File: src/rtl/calendar_uart_tx.sv
// calendar_uart_tx: snapshots the BCD calendar digits on send and transmits "DD/MM HH:MM:SS.dc\r\n" over 8N1 UART
module calendar_uart_tx #(
    parameter int CLKS_PER_BIT = 868
) (
    input  logic       clk,
    input  logic       rst,
    input  logic       send,
    input  logic [3:0] centesimas,
    input  logic [3:0] decimas,
    input  logic [3:0] unidadesSegundo,
    input  logic [2:0] decenasSegundo,
    input  logic [3:0] unidadesMinuto,
    input  logic [3:0] decenasMinuto,
    input  logic [3:0] unidadesHora,
    input  logic [1:0] decenasHora,
    input  logic [3:0] unidadesDia,
    input  logic [2:0] decenasDia,
    input  logic [3:0] unidadesMes,
    input  logic       decenasMes,
    output logic       tx,
    output logic       busy,
    output logic       done
);
    typedef enum logic [1:0] {IDLE, START, DATA, STOP} state_t;
    localparam logic [15:0] LAST_CNT = 16'(CLKS_PER_BIT - 1);
    state_t state;
    logic [4:0] charIdx;
    logic [2:0] bitIdx;
    logic [15:0] baudCnt;
    logic [11:0][3:0] dig;
    logic [7:0] curChar;
    logic bitEnd;

    function automatic logic [7:0] asc(input logic [3:0] v);
        return v > 4'd9 ? 8'h3F : {4'h3, v};
    endfunction

    assign bitEnd = baudCnt == LAST_CNT;

    // dig[] holds the digits in the order they appear on the line
    always_comb begin
        curChar = 8'h0A;
        case (charIdx)
            5'd0:  curChar = asc(dig[0]);
            5'd1:  curChar = asc(dig[1]);
            5'd2:  curChar = 8'h2F;
            5'd3:  curChar = asc(dig[2]);
            5'd4:  curChar = asc(dig[3]);
            5'd5:  curChar = 8'h20;
            5'd6:  curChar = asc(dig[4]);
            5'd7:  curChar = asc(dig[5]);
            5'd8:  curChar = 8'h3A;
            5'd9:  curChar = asc(dig[6]);
            5'd10: curChar = asc(dig[7]);
            5'd11: curChar = 8'h3A;
            5'd12: curChar = asc(dig[8]);
            5'd13: curChar = asc(dig[9]);
            5'd14: curChar = 8'h2E;
            5'd15: curChar = asc(dig[10]);
            5'd16: curChar = asc(dig[11]);
            5'd17: curChar = 8'h0D;
            default: curChar = 8'h0A;
        endcase
    end

    always_ff @(posedge clk) begin
        if (rst) begin
            state   <= IDLE;
            tx      <= 1'b1;
            busy    <= 1'b0;
            done    <= 1'b0;
            charIdx <= '0;
            bitIdx  <= '0;
            baudCnt <= '0;
        end else begin
            done    <= 1'b0;
            baudCnt <= (state == IDLE || bitEnd) ? '0 : baudCnt + 16'd1;
            case (state)
                IDLE: if (send) begin
                    dig <= {centesimas, decimas, unidadesSegundo, {1'b0, decenasSegundo},
                            unidadesMinuto, decenasMinuto, unidadesHora, {2'b0, decenasHora},
                            unidadesMes, {3'b0, decenasMes}, unidadesDia, {1'b0, decenasDia}};
                    busy    <= 1'b1;
                    charIdx <= '0;
                    state   <= START;
                    tx      <= 1'b0;
                end
                START: if (bitEnd) begin
                    state  <= DATA;
                    bitIdx <= '0;
                    tx     <= curChar[0];
                end
                DATA: if (bitEnd) begin
                    if (bitIdx == 3'd7) begin
                        state <= STOP;
                        tx    <= 1'b1;
                    end else begin
                        bitIdx <= bitIdx + 3'd1;
                        tx     <= curChar[bitIdx + 3'd1];
                    end
                end
                STOP: if (bitEnd) begin
                    if (charIdx == 5'd18) begin
                        state <= IDLE;
                        busy  <= 1'b0;
                        done  <= 1'b1;
                    end else begin
                        charIdx <= charIdx + 5'd1;
                        state   <= START;
                        tx      <= 1'b0;
                    end
                end
                default: state <= IDLE;
            endcase
        end
    end
endmodule

File: config.mk
export PLATFORM = sky130hd
export DESIGN_NAME = calendar_uart_tx
export DESIGN_NICKNAME = d
export VERILOG_FILES = /design/src/rtl/calendar_uart_tx.sv
export SDC_FILE = /design/constraint.sdc
export NUM_CORES = 1
export LEC_CHECK = 0
export ABC_CLOCK_PERIOD_IN_PS = 3660
export CORE_ASPECT_RATIO = 0.8
export CORE_MARGIN = 1
export CORE_UTILIZATION = 44
export CTS_CLUSTER_SIZE = 30
export DETAILED_ROUTE_END_ITERATION = 7
export GPL_TIMING_DRIVEN = 0
export HOLD_SLACK_MARGIN = 0.03
export PLACE_DENSITY_LB_ADDON = 0.12
export SLEW_MARGIN = 20
export SYNTH_ARGS = -nofsm -noshare
export SYNTH_HDL_FRONTEND = slang
export SYNTH_SLANG_ARGS = --single-unit
File: constraint.sdc
create_clock -name clk -period 3.66 [get_ports clk]
set_input_delay 0.732 -clock clk [delete_from_list [all_inputs] [get_ports clk]]
set_output_delay 0.732 -clock clk [all_outputs]
set_load 0.01 [all_outputs]
Word-level counts from Yosys, hierarchy flattened
Cells that the tools add are included.
{"block": "word_totals", "in_bits": 44, "wordCells": 125, "ff_bits": 70, "output_inout_bits": 3}
{"block": "classes", "n_reduce_logical": 14, "n_bitwise": 3, "n_mux": 42, "add_sub_neg": 3, "magnitude_cmp": 13, "eq_ne": 31}
{"op": "case mux 6 bit (17 select lines)", "n": 1}
{"op": "two-way mux 4 bit", "n": 12}
{"op": "equality test 5 x 4 -> 1 bit (second input constant)", "n": 8}
{"op": "greater-than comparator 4 bit (second input constant)", "n": 8}
{"op": "equality test 5 x 3 -> 1 bit (second input constant)", "n": 4}
{"op": "adder 16 x 1 -> 16 bit (second input constant)", "n": 1}
{"op": "equality test 16 x 10 -> 1 bit (second input constant)", "n": 1}
{"op": "inequality test 2 bit (second input constant)", "n": 8}
{"op": "equality test 5 bit (second input constant)", "n": 3}
{"op": "two-way mux 5 bit", "n": 3}
{"op": "two-way mux 1 bit", "n": 12}
{"op": "AND reduction 4 bit", "n": 3}
{"op": "equality test 5 x 2 -> 1 bit (second input constant)", "n": 2}
{"op": "two-way mux 2 bit", "n": 5}
{"op": "case mux 5 bit (2 select lines)", "n": 1}
{"op": "AND reduction 5 bit", "n": 2}
{"op": "two-way mux 3 bit", "n": 3}
{"op": "greater-than comparator 3 x 4 -> 1 bit (second input constant)", "n": 2}
{"op": "case mux 2 bit (4 select lines)", "n": 1}
{"op": "case mux 3 bit (2 select lines)", "n": 1}
{"op": "adder 5 x 1 -> 5 bit (second input constant)", "n": 1}
{"op": "equality test 5 x 1 -> 1 bit (second input constant)", "n": 1}
{"op": "logical NOT 5 bit", "n": 1}
{"op": "equality test 2 bit (second input constant)", "n": 2}
{"op": "16 further kinds", "n": 20}

Longest topological paths before layout
Gate-level depths: netlist of the first run.
{"block": "logic_depth", "ltp_word": 8, "ltp_mapped": 10, "ltp_nobuf": 9}

Worst setup path after synthesis of the first run
OpenSTA, ideal clock, no wires.
{"block": "synth_path", "kind": "in2reg", "from": "input rst", "to": "register dig[0] (netlist bit), enable pin", "setup_ns": 0.439, "arrival_time_ns": 2.688, "setup_slack_ns": 0.532, "n_path_buf": 1, "stages": 2, "path_cell_list": "clkbuf_1 > nor2_1"}
{"block": "synth_via", "elab_chain_cells": 2}
{"element": "from (decl)", "line": "6", "rtl": "input logic rst,"}
{"element": "inverter 1 bit (no source line)"}
{"element": "AND reduction 3 bit (no source line)"}
{"element": "to (signal assigned)", "line": "80", "rtl": "dig <= {centesimas, decimas, unidadesSegundo, {1'b0, decenasSegundo},"}
{"element": "to (decl)", "line": "30", "rtl": "logic [11:0][3:0] dig;"}
Every way passes these cells.
A chain may end at the register's enable or synchronous reset.

Worst setup path after layout of the first run
{"block": "layout_path", "from": "register charIdx[1]", "to": "register tx"}
{"block": "layout_via", "elab_chain_cells": 8}
{"element": "from (decl)", "line": "27", "rtl": "logic [4:0] charIdx;"}
{"element": "from (signal assigned)", "line": "108", "rtl": "charIdx <= charIdx + 5'd1;"}
{"element": "equality test 5 x 4 -> 1 bit", "line": "43", "rtl": "case (charIdx)"}
{"element": "OR reduction 2 bit (no source line)"}
{"element": "case mux 6 bit (17 select lines)", "line": "43"}
{"element": "binary-select mux 1 bit (select 3 bit)", "line": "99", "rtl": "tx <= curChar[bitIdx + 3'd1];"}
{"element": "two-way mux 1 bit (not written as such)", "line": "99"}
{"element": "two-way mux 1 bit", "line": "94", "rtl": "if (bitIdx == 3'd7) begin"}
{"element": "two-way mux 1 bit", "line": "93", "rtl": "DATA: if (bitEnd) begin"}
{"element": "case mux 1 bit (4 select lines)", "line": "78", "rtl": "case (state)"}
{"element": "to (signal assigned)", "line": "91", "rtl": "tx <= curChar[0];"}
{"element": "to (signal assigned)", "line": "99"}
{"element": "to (decl)", "line": "20", "rtl": "output logic tx,"}
Parallel ways exist; a longest one is shown, timed or not. The select of a mux whose other input is x is not followed.

==> qor.yml, run 1 <==
status: "finished, final reports clean"
worst_clock_skew_ns: 0.00530
summed_negative_setup_slack_over_all_endpoints_ns: 0
internal_power_mw: 1.39
layout-drive-gt1-share_pct: 7.65
numPortBuffers: 46
finalWorstPathRequiredPeriod_ns: 2.74
total_switching_power_uw: 635
insertedDiodeCount: 0
path_max_fanout: 8
grt_pass1_vias: 2609
cts_h_tree_depth: 3
power_frac_clock_pct: 26.0
synth_fp_nets: 398
synth_top_cells_by_area: "sky130_fd_sc_hd__edfxtp_1, sky130_fd_sc_hd__dfxtp_1, sky130_fd_sc_hd__ha_1"
areaGrowthSynthToFinish_pct: 22.8
cts-root-buf: "sky130_fd_sc_hd__clkbuf_8"
syn_area_per_cell_um2: 10.2
seq_power_share_pct: 49.2
cts.reportedPaths.clkPinSlew_ns: 0.07
layout_common_cells: "sky130_fd_sc_hd__clkdlybuf4s50_1, sky130_fd_sc_hd__edfxtp_1, sky130_fd_sc_hd__nor2_1"
fp.dieH_um: 81.5
max-clock-path-buffers: 2
gp_routability_congestion: 0.835
swShare_pct: 31.4
critical_path_class: "reg -> reg"
yosys_most_used_dff: "sky130_fd_sc_hd__edfxtp_1"
number_of_antenna_violations_at_the_first_check_in_global_routing: 0
max_clock_freq_mhz: 365
critical_path_sink_type: "register"
hold_path.class: "reg -> reg"
pin_count_of_the_biggest_net_entering_global_routing: 23
pin_count: 47
synth.cell_area_mm2: 0.00348
seq_area_frac_synth_pct: 52.1
worst_slew_pin_slew_ns: 0.667
cp-start-kind: "register"
layout.cells.most_common: "sky130_fd_sc_hd__clkdlybuf4s50_1"
r2r-end: "tx$_SDFFE_PP1P_"
hold_viol_final: 0
cts-hold-fix-buffers: 0
timing.critical_path.to: "tx$_SDFFE_PP1P_"
totalWireLength_mm: 7.68
crit_path_start: "charIdx[1]$_SDFFE_PP0P_"
peakVddDrop_mv: 0.248
hpwl_mm: 5.71
fin_nets: 456
yosys_warnings: 0
route.detailed.vias_per_inst: 5.48
drt_iter0_markers: 241
post-place-ws_ns: 0.963
placement_rows: 28
remaining_max_slew_budget_at_the_tightest_pin_pct: 55.1
die-area_mm2: 0.00826
crit_arrival_ns: 2.96
gr-total-overflow: 0
die_width_um: 101
wl_per_cell_um: 15.0
final.period_utilization_pct: 74.9
post_synth_inst_count: 342
yosys.area.top_type_share_pct: 35.4
timing.max_cap.violations: 0
synth-async-reset-ratio_pct: 0
setup_viol_count_final: 0
fp.coreArea_mm2: 0.00753
drc_errors: 0
yosys_register_bits: 70
cts.repair_timing.setup_buffer_count: 0
insertion_delay_ns: 0.34
synth_cell_types: 54
drt_first_pass_iters: 4
cts_buffers: 9
cp.required_ns: 3.88
globalRouteTotalUtil_pct: 20.2
grt_setup_unrepaired: "false"
fin_worst_hold_slack_ns: 0.483
post-route-util_pct: 56.6
drv_slew: 0
cellLeakagePower_nw: 1.46
ff2ff_setup_slack_ns: 0.92
post-route-worst-setup-slack_ns: 0.920
reg2regPathDepth: 9
r2r_start: "charIdx[1]$_SDFFE_PP0P_"
synth_edf_count: 41
dr_total_vias: 2793
cts-resized-gates: 0
synthDominantAreaCellType: "sky130_fd_sc_hd__edfxtp_1"
comb_power_share_pct: 24.8
initial_core_util_pct: 46.1
cts_tree: "built"
first_pass_grt_wire_length_mm: 12.5
power_density_mw_per_mm2: 474
drtAntennaViolNets: 0
clock_sinks: 70
cell type report:
class	count	area [um^2]
Buffer	13	70.1
Clock buffer	9	124
Clock inverter	7	40.0
Fill cell	689	3270
Inverter	15	56.3
Multi-Input combinational cell	244	1550
Sequential cell	70	1810
Tap cell	105	131
Timing Repair Buffer	47	488
synthesized netlist by cell type (all sizes together), types with 2 or more instances:
master / number
o211ai: 2
buf: 8
inv: 15
o2111ai: 4
xnor2: 8
a21o: 2
ha: 12
nor4: 4
xor2: 9
or3: 3
nor3: 8
nor2: 40
nand3: 16
a21oi: 29
nand2b: 2
and3: 6
a31oi: 6
and2: 4
nor4b: 2
dfxtp: 29
clkbuf: 5
nand2: 23
o21a: 9
nand4: 5
a22o: 2
o22ai: 9
edfxtp: 41
o21ai: 15
nor2b: 5
critical path: stages (launching register included):
cell                        delay [ns]
sky130_fd_sc_hd__dfxtp_1          0.42
sky130_fd_sc_hd__inv_1            0.09
sky130_fd_sc_hd__ha_1             0.31
sky130_fd_sc_hd__nor2b_1          0.22
sky130_fd_sc_hd__nand2_1          0.14
sky130_fd_sc_hd__o2111ai_1        0.21
sky130_fd_sc_hd__nor4_1           0.65
sky130_fd_sc_hd__nor4_1           0.13
sky130_fd_sc_hd__a2111oi_2        0.35
sky130_fd_sc_hd__o21ai_1          0.10
logic make-up after synthesis:
kind of cell | after synthesis | share of synthesized area, %
and+or+nand+nor | 124 | 18.1
adders and majority gates | 12 | 4.32
buffers and inverters | 28 | 3.64
DFF | 70 | 52.1
AOI/OAI and AO/OA | 89 | 17.0
xor gates and xnor gates | 17 | 4.28
muxes | 2 | 0.612
state kept, by name, indices dropped and copies added, names as in the netlist:
name	count
baudCnt	16
bitIdx	3
busy	1
charIdx	5
dig	41
done	1
state	2
tx	1
through the flow:
| stage | instance area [um^2] | std cells | total power, mW |
|---|---|---|---|
| after global placement | 4070 | 493 | 1.49 |
| after floorplan | 3480 | 342 | 1.33 |
| final | 4270 | 510 | 2.02 |
| after detailed placement | 4100 | 494 | 1.51 |
| after global routing | 4270 | 510 | 2.14 |
| after CTS | 4270 | 510 | 2.04 |
power by group through the flow:
stage	Combinational, mW	Clock, mW	Sequential, mW
5_1_grt	0.556	0.578	1.01
4_1_cts	0.501	0.540	0.994
6_report	0.502	0.526	0.995
3_3_place_gp	0.473	0	1.01
2_1_floorplan	0.329	0	1.00
3_5_place_dp	0.500	0	1.01
how the worst min path moves through the flow:
stage | startpoint | end | slack, ns | cells past startpoint
finish | baudCnt[0]$_SDFF_PP0_ | baudCnt[0]$_SDFF_PP0_ | 0.48 | 1
global route | baudCnt[0]$_SDFF_PP0_ | baudCnt[0]$_SDFF_PP0_ | 0.50 | 1
CTS | baudCnt[0]$_SDFF_PP0_ | baudCnt[0]$_SDFF_PP0_ | 0.48 | 1
detailed placement | baudCnt[0]$_SDFF_PP0_ | baudCnt[0]$_SDFF_PP0_ | 0.46 | 1
global placement | baudCnt[0]$_SDFF_PP0_ | baudCnt[0]$_SDFF_PP0_ | 0.44 | 1
floorplan | baudCnt[0]$_SDFF_PP0_ | baudCnt[0]$_SDFF_PP0_ | 0.43 | 1
per-layer routing:
layer	vias up	part of all wire (%)	track usage (%)
met5	-	0	0
met1	1314	49	29.1
li1	1384	-	-
met2	85	42	29.5
met4	0	1.6	7.39
met3	10	7.2	5.02
(Power assumes the default switching activity.)
==> inputs of run 2 (changes only) <==
--- a/config.mk
+++ b/config.mk
@@ -5,7 +5,7 @@
 export SDC_FILE = /design/constraint.sdc
 export NUM_CORES = 1
 export LEC_CHECK = 0
-export ABC_CLOCK_PERIOD_IN_PS = 3660
+export ABC_CLOCK_PERIOD_IN_PS = 2270
 export CORE_ASPECT_RATIO = 0.8
 export CORE_MARGIN = 1
 export CORE_UTILIZATION = 44
==> constraint.sdc (replaced) <==
create_clock -name clk -period 2.27 [get_ports clk]
set_input_delay 0.454 -clock clk [delete_from_list [all_inputs] [get_ports clk]]
set_output_delay 0.454 -clock clk [all_outputs]
set_load 0.01 [all_outputs]
==> run 2 against run 1 <==
  * Critical path type unchanged
  * Sequential share of layout area down 0.82 points
  * Routed wire length up 1.9%
  * The run now ends with setup timing left
  * Sequential cell count unchanged
  * Worst hold slack worse by 0.011 ns
  * Global-route usage down 0.18 points
==> qor.yml, run 2 (synthesis gave the netlist of run 1 again) <==
setup_viol_count_final: 1  # +1
remaining_max_slew_budget_at_the_tightest_pin_pct: 61.4  # +6.3 points
largest_register: "dig"
grt_pass1_vias: 2619  # +0.38%
reg2regPathDepth: 11  # +2
gr-total-overflow: 0  # unchanged
pin_count_of_the_biggest_net_entering_global_routing: 26  # +13%
placement_rows: 28  # unchanged
gp_routability_congestion: 0.834  # -0.20%
dr_total_vias: 2829  # +1.3%
cts_tree: "built"
worst_clock_skew_ns: 0.0103  # +0.00497 ns
whs_path_depth: 1  # unchanged
maximum_single_stage_delay_on_the_critical_path_ns: 0.53  # -0.12 ns
fp.coreArea_mm2: 0.00753  # unchanged
grt_setup_unrepaired: "true"
drt_first_pass_iters: 6  # +2
initial_core_util_pct: 46.1  # unchanged
worst_hold_startpoint: "baudCnt[0]$_SDFF_PP0_"
power_density_mw_per_mm2: 781  # +65%
design_power_total_mw: 3.41  # +68%
cellLeakagePower_nw: 1.49  # +2.2%
largestRegisters: "dig (41), baudCnt (16), charIdx (5)"
cp-start-kind: "register"
peakVddDrop_mv: 0.356  # +43%
hold-path-endpoint: "baudCnt[0]$_SDFF_PP0_"
worst_slew_pin_slew_ns: 0.576  # -0.0906 ns
hpwl_mm: 5.71  # about the same
post-route-worst-setup-slack_ns: -0.0219  # -0.942 ns
fin_worst_hold_slack_ns: 0.472  # -0.0107 ns
hold_viol_final: 0  # unchanged
failed_checks: "setup timing"
r2r_start: "charIdx[1]$_SDFFE_PP0P_"
layout.cells.most_common: "sky130_fd_sc_hd__clkdlybuf4s50_1"
globalRouteTotalUtil_pct: 20.0  # -0.18 points
critical_path_class: "reg -> reg"
ff2ff_setup_slack_ns: -0.02  # -0.94 ns
layout-drive-gt1-share_pct: 12.5  # +4.9 points
max-clock-path-buffers: 2  # unchanged
crit_arrival_ns: 2.52  # -0.44 ns
insertion_delay_ns: 0.36  # +0.02 ns
fp.dieH_um: 81.5  # unchanged
final.period_utilization_pct: 101  # +26 points
die-area_mm2: 0.00826  # unchanged
largest_register_ffs: 41  # unchanged
drt_iter0_markers: 206  # -15%
insertedDiodeCount: 0  # unchanged
hold_path.class: "reg -> reg"
cts_h_tree_depth: 3  # unchanged
cts_buffers: 9  # unchanged
first_pass_grt_wire_length_mm: 12.5  # -0.17%
finalWorstPathRequiredPeriod_ns: 2.29  # -0.448 ns
number_of_antenna_violations_at_the_first_check_in_global_routing: 0  # unchanged
post-route-util_pct: 58.0  # +1.3 points
timing.max_cap.violations: 0  # unchanged
cp.required_ns: 2.50  # -1.38 ns
drv_slew: 0  # unchanged
fin_nets: 458  # +0.44%
max_clock_freq_mhz: 436  # +20%
cts-hold-fix-buffers: 0  # unchanged
route.detailed.vias_per_inst: 5.53  # +0.89%
status: "finished with violations"
summed_negative_setup_slack_over_all_endpoints_ns: -0.0219  # -0.0219 ns
worst_path_max_delay_cell: "sky130_fd_sc_hd__or4_4"
critical_path_sink_type: "register"
pin_count: 47  # unchanged
die_width_um: 101  # unchanged
critical_path.cell_chain: "inv_1 -> ha_1 -> buf_6 -> or4_4 -> o311ai_4 -> nand3_2 -> nor3b_2 -> buf_4 -> a31oi_1 -> o21ai_0 -> o21ai_1"
clock_sinks: 70  # unchanged
drc_errors: 0  # unchanged
layout_common_cells: "sky130_fd_sc_hd__clkdlybuf4s50_1, sky130_fd_sc_hd__edfxtp_1, sky130_fd_sc_hd__nor2_1"
cts-root-buf: "sky130_fd_sc_hd__clkbuf_8"
numPortBuffers: 46  # unchanged
totalWireLength_mm: 7.82  # +1.9%
drtAntennaViolNets: 0  # unchanged
r2r-end: "tx$_SDFFE_PP1P_"
cts.reportedPaths.clkPinSlew_ns: 0.07  # about the same
path_max_fanout: 9  # +1
areaGrowthSynthToFinish_pct: 25.6
wl_per_cell_um: 15.3  # +1.5%
run 2: metrics by stage:
step / setup slack [ns] / instances / cell area (um^2)
6_report: -0.0219 / 512 / 4370
5_1_grt: -0.136 / 512 / 4370
4_1_cts: 0.0161 / 512 / 4360
3_5_place_dp: -0.297 / 494 / 4110
3_3_place_gp: -0.956 / 493 / 4070
2_1_floorplan: 0.0224 / 342 / 3480
run 2: where the power goes:
part	switching (mW)	internal [mW]	total, mW
clock	0.477	0.461	0.937
sequential	0.0954	1.51	1.60
combinational	0.487	0.381	0.868
run 2: worst max path at each step:
stage | cells past startpoint | start | to
floorplan | 10 | charIdx[0]$_SDFFE_PP0P_ | tx$_SDFFE_PP1P_
global placement | 3 | rst | dig[42]$_DFFE_PP_
detailed placement | 10 | charIdx[3]$_SDFFE_PP0P_ | tx$_SDFFE_PP1P_
CTS | 10 | charIdx[1]$_SDFFE_PP0P_ | tx$_SDFFE_PP1P_
global route | 10 | charIdx[1]$_SDFFE_PP0P_ | tx$_SDFFE_PP1P_
finish | 11 | charIdx[1]$_SDFFE_PP0P_ | tx$_SDFFE_PP1P_
run 2: final cells by class:
cell class	instances	area [um^2]
fillers	688	3170
flip-flops and latches	70	1820
multi-input cells	244	1590
repair buffers	51	518
clock buffers	11	153
well taps	105	131
plain buffers	11	67.6
inverters	15	56.3
clock inverters	5	33.8
run 2: per-layer routing:
metal	global-route usage, %	wire length (um)
met4	5.65	110
met5	0	0
met2	29.0	3260
met3	7.40	595
met1	28.1	3860
run 2: timing repair:
item	in CTS	in global routing
endpoints found under the setup margin	2	16
resized for setup	12	5
pin swaps	6	0
setup buffers	4	0
run 2: critical path: cells and delay by family, from the launching register on:
| kind | cells | cell delay (ns) |
|---|---|---|
| flops | 1 | 0.38 |
| compound gates | 4 | 0.36 |
| simple gates | 3 | 0.88 |
| fa+ha+maj | 1 | 0.19 |
| buf+inv | 3 | 0.36 |
==> RTL change 1: new RTL, settings of run 1 <==
Re-encode `state_t` (4 states) as one-hot, 4 bits wide.
--- a/src/rtl/calendar_uart_tx.sv
+++ b/src/rtl/calendar_uart_tx.sv
@@ -22,5 +22,5 @@
     output logic       done
 );
-    typedef enum logic [1:0] {IDLE, START, DATA, STOP} state_t;
+    typedef enum logic [3:0] {IDLE = 4'b0001, START = 4'b0010, DATA = 4'b0100, STOP = 4'b1000} state_t;
     localparam logic [15:0] LAST_CNT = 16'(CLKS_PER_BIT - 1);
     state_t state;
Formal check against the unedited RTL: no difference found for any inputs over 10 cycles, from zero or initial values and one cycle with rst high; not proved beyond that.
==> RTL change 1 against run 1 <==
Worst hold slack worse by 0.012 ns; largest cell class unchanged; cell area rose by 3.8%; setup slack better by 0.072 ns; routed wire length grew 3.0%; die area up 4.3%; critical path type unchanged; non-clock buffer count rose by 2; area after synthesis grew 4.4%; global-route usage decreased by 0.28 points; highest routed layer unchanged; sequential cell count increased by 2; via count rose by 2.9%.
Power is not compared: it rests on default switching activity, and its combinational part moved more than twofold at a synthesized area within 25%.
==> RTL change 1: results (changes against run 1) <==
stage,metric,value,unit,change
finish,fillers,707,,+2.6%
sta,min_period_over_period,72.9,%,-2.0 points
sta,worstMarginPinSlew,0.640,ns,-0.0270 ns
finish,fin_nets,461,,+1.1%
power_and_ir_drop,irDropWorstVdd,269,uV,
critical_path,r2r-start,charIdx[0],,
die,die_area,0.00862,sq mm,+4.3%
critical_path,r2r_cells,9,,unchanged
placement,port_buffers,45,,-2.2%
drt,wl,7.90,mm,+3.0%
global_route,grt_max_degree,24,,+4.3%
global_route,globalRouteTotalUtil,20.0,%,-0.28 points
finish,multi_input_area_share,37.1,%,+0.93 points
finish,drive_gt1_share,9.66,%,+2.0 points
yosys,synthTopCellsByArea,"edfxtp_1 34%, dfxtp_1 17%, a21oi_1 4.6%",,
yosys,synth_seq_area_share,51.0,%,-1.1 points
power_and_ir_drop,p_leak,1.44,nW,
yosys,synthCells,352,,+2.9%
drt,drt-initial-drc-count,203,,-16%
drt,wl_met3,547,microns,-0.36%
yosys,synth_common_cells,"41 x edfxtp_1, 33 x a21oi_1, 32 x nor2_1",,
drt,routedLengthMet1,3.99,mm,+6.2%
sta,fin_skew,0.00648,ns,+0.00118 ns
finish,clockNetworkAreaShare,4.07,%,+0.23 points
placement,placed_cells,506,,+2.4%
critical_path,path_delay_family,compound AO/OA/AOI/OAI gates,,
outcome,outcome,"finished, final reports clean",,
critical_path,cpMaxStageDelayCell,or4_1,,
global_route,use_met1,29.3,%,+0.18 points
global_route,grt_pass1_vias,2728,,+4.6%
global_route,met2_usage,27.8,%,-1.6 points
global_route,use_met3,5.89,%,+0.87 points
finish,n_all_buffers,62,,+3.3%
finish,multi_input_cells,249,,+2.0%
drt,avgRoutedWirePerCell,15.1,microns,+0.60%
critical_path,rrSetupSlack,0.99,ns,+0.07 ns
drt,wl_met2,3.25,mm,+0.18%
finish,multi_input_area,0.00165,sq mm,+6.5%
finish,area.share.sequential,41.8,%,-0.66 points
finish,seq_cells,72,,+2.9%
cts,insertion_delay,0.36,ns,+0.02 ns
placement,finalWeightedCongestion,0.845,,+1.1%
drt,via_per_inst,5.51,,+0.57%
placement,place_area,0.00425,sq mm,+3.6%
critical_path,critPathMaxStageDelay,0.45,ns,-0.20 ns
placement,post-place-ws,1.07,ns,+0.105 ns
placement,dpl.hpwl,5.78,mm,+1.2%
finish,nonClkBufAreaFrac,12.7,%,-0.42 points
yosys,synthDistinctLibCells,65,,+20%
cts,cts_tree,yes,,
RTL change 1: changes by cell type after synthesis, moves of 5 or more:
cell | run 1 | this run
nor2_1 | 40 | 32
o21ai_1 | 6 | 0
nor3_1 | 8 | 14
nand3_1 | 15 | 9
nand2_1 | 23 | 18
o21ai_0 | 9 | 19
RTL change 1: cells by family (layout without fill, tap and decap cells):
family | after synthesis | after routing | share of synthesized area, %
AO/OA/AOI/OAI | 92 | 92 | 16.0
XOR/XNOR | 13 | 13 | 3.14
adder cells (fa/ha/maj) | 8 | 8 | 2.76
buffers and inverters | 31 | 93 | 3.83
flip-flops | 72 | 72 | 51.0
multiplexers | 5 | 5 | 1.41
AND/OR/NAND/NOR | 131 | 131 | 21.8
RTL change 1: power by group through the flow:
stage	clock, mW	combinational (mW)	sequential (mW)
global route	0.624	0.187	0.923
floorplan	0	0.0838	0.935
global placement	0	0.159	0.939
finish	0.577	0.169	0.918
detailed placement	0	0.169	0.936
CTS	0.590	0.170	0.918
==> RTL change 2: new RTL, settings of run 1 <==
Without the edit above. Set the parameter `CLKS_PER_BIT` to 434 (it was 868).
--- a/src/rtl/calendar_uart_tx.sv
+++ b/src/rtl/calendar_uart_tx.sv
@@ -1,5 +1,5 @@
 // calendar_uart_tx: snapshots the BCD calendar digits on send and transmits "DD/MM HH:MM:SS.dc\r\n" over 8N1 UART
 module calendar_uart_tx #(
-    parameter int CLKS_PER_BIT = 868
+    parameter int CLKS_PER_BIT = 434
 ) (
     input  logic       clk,
Behaviour: same outputs for any inputs over 10 cycles, from zero or initial values and one cycle with rst high; that may be too few to reach the edited logic, so the function may still have changed.
==> RTL change 2 against run 1 <==
Highest routed layer unchanged; worst hold slack better by 0.0023 ns; setup slack worse by 0.039 ns; routed wire length is 2.5% higher; cell area is 4.1% higher; first-iteration DRC count is 15% lower; power is 14% higher; critical endpoint unchanged; area after synthesis is 3.3% higher; synthesized cell count is 1.5% higher; sequential cell count stayed put.
==> RTL change 2: results (changes against run 1) <==
stage,metric,value,unit,change
outcome,outcome,"finished, final reports clean",,
cts,cts-buffers-inserted,9,,unchanged
cts,cts_max_level,3,,unchanged
yosys,synth_fp_nets,404,,+1.5%
critical_path,crit_arrival,3.02,ns,+0.06 ns
cts,insertion_delay,0.35,ns,
cts,post_cts.repair.setup_buffers,0,,unchanged
yosys,ys_warn_count,0,,unchanged
drt,wl_met2,3.17,mm,-2.4%
critical_path,path_delay_family,compound AO/OA/AOI/OAI gates,,
drt,vias,2787,,-0.21%
finish,drive_gt1_share,7.56,%,-0.093 points
critical_path,cpMaxStageDelayCell,dfxtp_1,,
global_route,grt_pass1_wl,12.5,mm,-0.44%
cts,cts_resized,0,,unchanged
drt,wl,7.87,mm,+2.5%
placement,port_buffers,46,,unchanged
placement,placed_cells,502,,+1.6%
yosys,async_flop_share,0,%,unchanged
power_and_ir_drop,p_sw_share,30.6,%,-0.78 points
drt,routedLengthMet1,4.10,mm,+9.0%
sta,fin_skew,0.0102,ns,+0.00488 ns
placement,place_area,0.00422,sq mm,+2.9%
min_path,min_path_type,flop to flop,,
global_route,met2_usage,27.6,%,-1.9 points
drt,top_layer,met4,,
power_and_ir_drop,irDropWorstVdd,216,uV,-13%
yosys,synth_edf_count,41,,unchanged
sta,worstMarginPinSlew,0.667,ns,-0.0000840 ns
placement,dpl.hpwl,5.84,mm,+2.3%
finish,fillers,735,,+6.7%
yosys,synthCells,347,,+1.5%
global_route,antenna_found_initial,0,,unchanged
power_and_ir_drop,p_leak,1.50,nW,+2.9%
global_route,globalRouteTotalUtil,19.8,%,-0.40 points
yosys,synthDistinctLibCells,65,,+20%
yosys,synth_common_cells,"41 x edfxtp_1, 33 x nor2_1, 30 x a21oi_1",,
drt,first_pass_iters,5,,+1
global_route,use_met3,5.53,%,+0.51 points
finish,fin_cells,518,,+1.6%
drt,wl_met3,503,microns,-8.4%
global_route,grt_max_degree,22,,-4.3%
cts,cts_root_buffer,clkbuf_8,,
global_route,grt_pass1_vias,2501,,-4.1%
yosys,synthTopCellsByArea,"edfxtp_1 34%, dfxtp_1 16%, ha_1 4.5%",,
global_route,use_met1,29.3,%,+0.16 points
cts,clockBufferDepth,2,,unchanged
finish,antennaDiodeCount,0,,unchanged
drt,drt-initial-drc-count,205,,-15%
cts,clkTransAtPathRegs,0.08,ns,
finish,largest_registers,"dig x41, baudCnt x16, charIdx x5",,
finish,fin_nets,462,,+1.3%
yosys,synth_seq_area_share,50.5,%,-1.7 points
critical_path,critPathMaxStageDelay,0.41,ns,-0.24 ns
critical_path,path_max_fanout,9,,+1
placement,finalWeightedCongestion,0.887,,+6.1%
-- RTL change 2: through the flow --
step,hold WS (ns),setup WS [ns],utilization [%]
floorplan,0.441,0.605,-
global placement,0.462,-0.791,52.9
global route,0.509,0.724,56.2
finish,0.485,0.881,56.2
CTS,0.486,0.912,56.2
detailed placement,0.468,0.927,53.4
-- RTL change 2: logic make-up (layout without fill, tap and decap cells) --
logic type / count (synthesis) / after routing / synth area share (%)
muxes: 2 / 2 / 0.593
buffers and inverters: 30 / 93 / 4.71
adders and majority gates: 13 / 13 / 4.53
AOI/OAI and AO/OA: 95 / 95 / 17.7
and+or+nand+nor: 120 / 120 / 17.8
xor gates and xnor gates: 17 / 17 / 4.15
DFF: 70 / 70 / 50.5
-- RTL change 2: power by group through the flow --
stage	logic (mW)	clock network [mW]	registers, mW
after global routing	0.673	0.745	1.01
after detailed placement	0.600	0	1.01
after CTS	0.604	0.715	0.996
after floorplan	0.403	0	1.01
final	0.606	0.696	0.996
after global placement	0.574	0	1.02
-- RTL change 2: final cells by class --
type                    count  area share, %
flip-flops and latches     70           40.8
multi-input cells         247           36.4
repair buffers             47           11.0
well taps                 108           3.04
clock buffers              10           2.87
plain buffers              15           2.54
clock inverters             6           2.11
inverters                  15           1.27
-- RTL change 2: worst paths after layout --
kind	startpoint	endpoint	slack [ns]	cells after the start
worst max-delay path	charIdx[0]	tx	0.88	10
worst max register to register	charIdx[0]	tx	0.88	10
worst min register to register	baudCnt[0]	baudCnt[0]	0.48	1
worst min-delay path	baudCnt[0]	baudCnt[0]	0.48	1
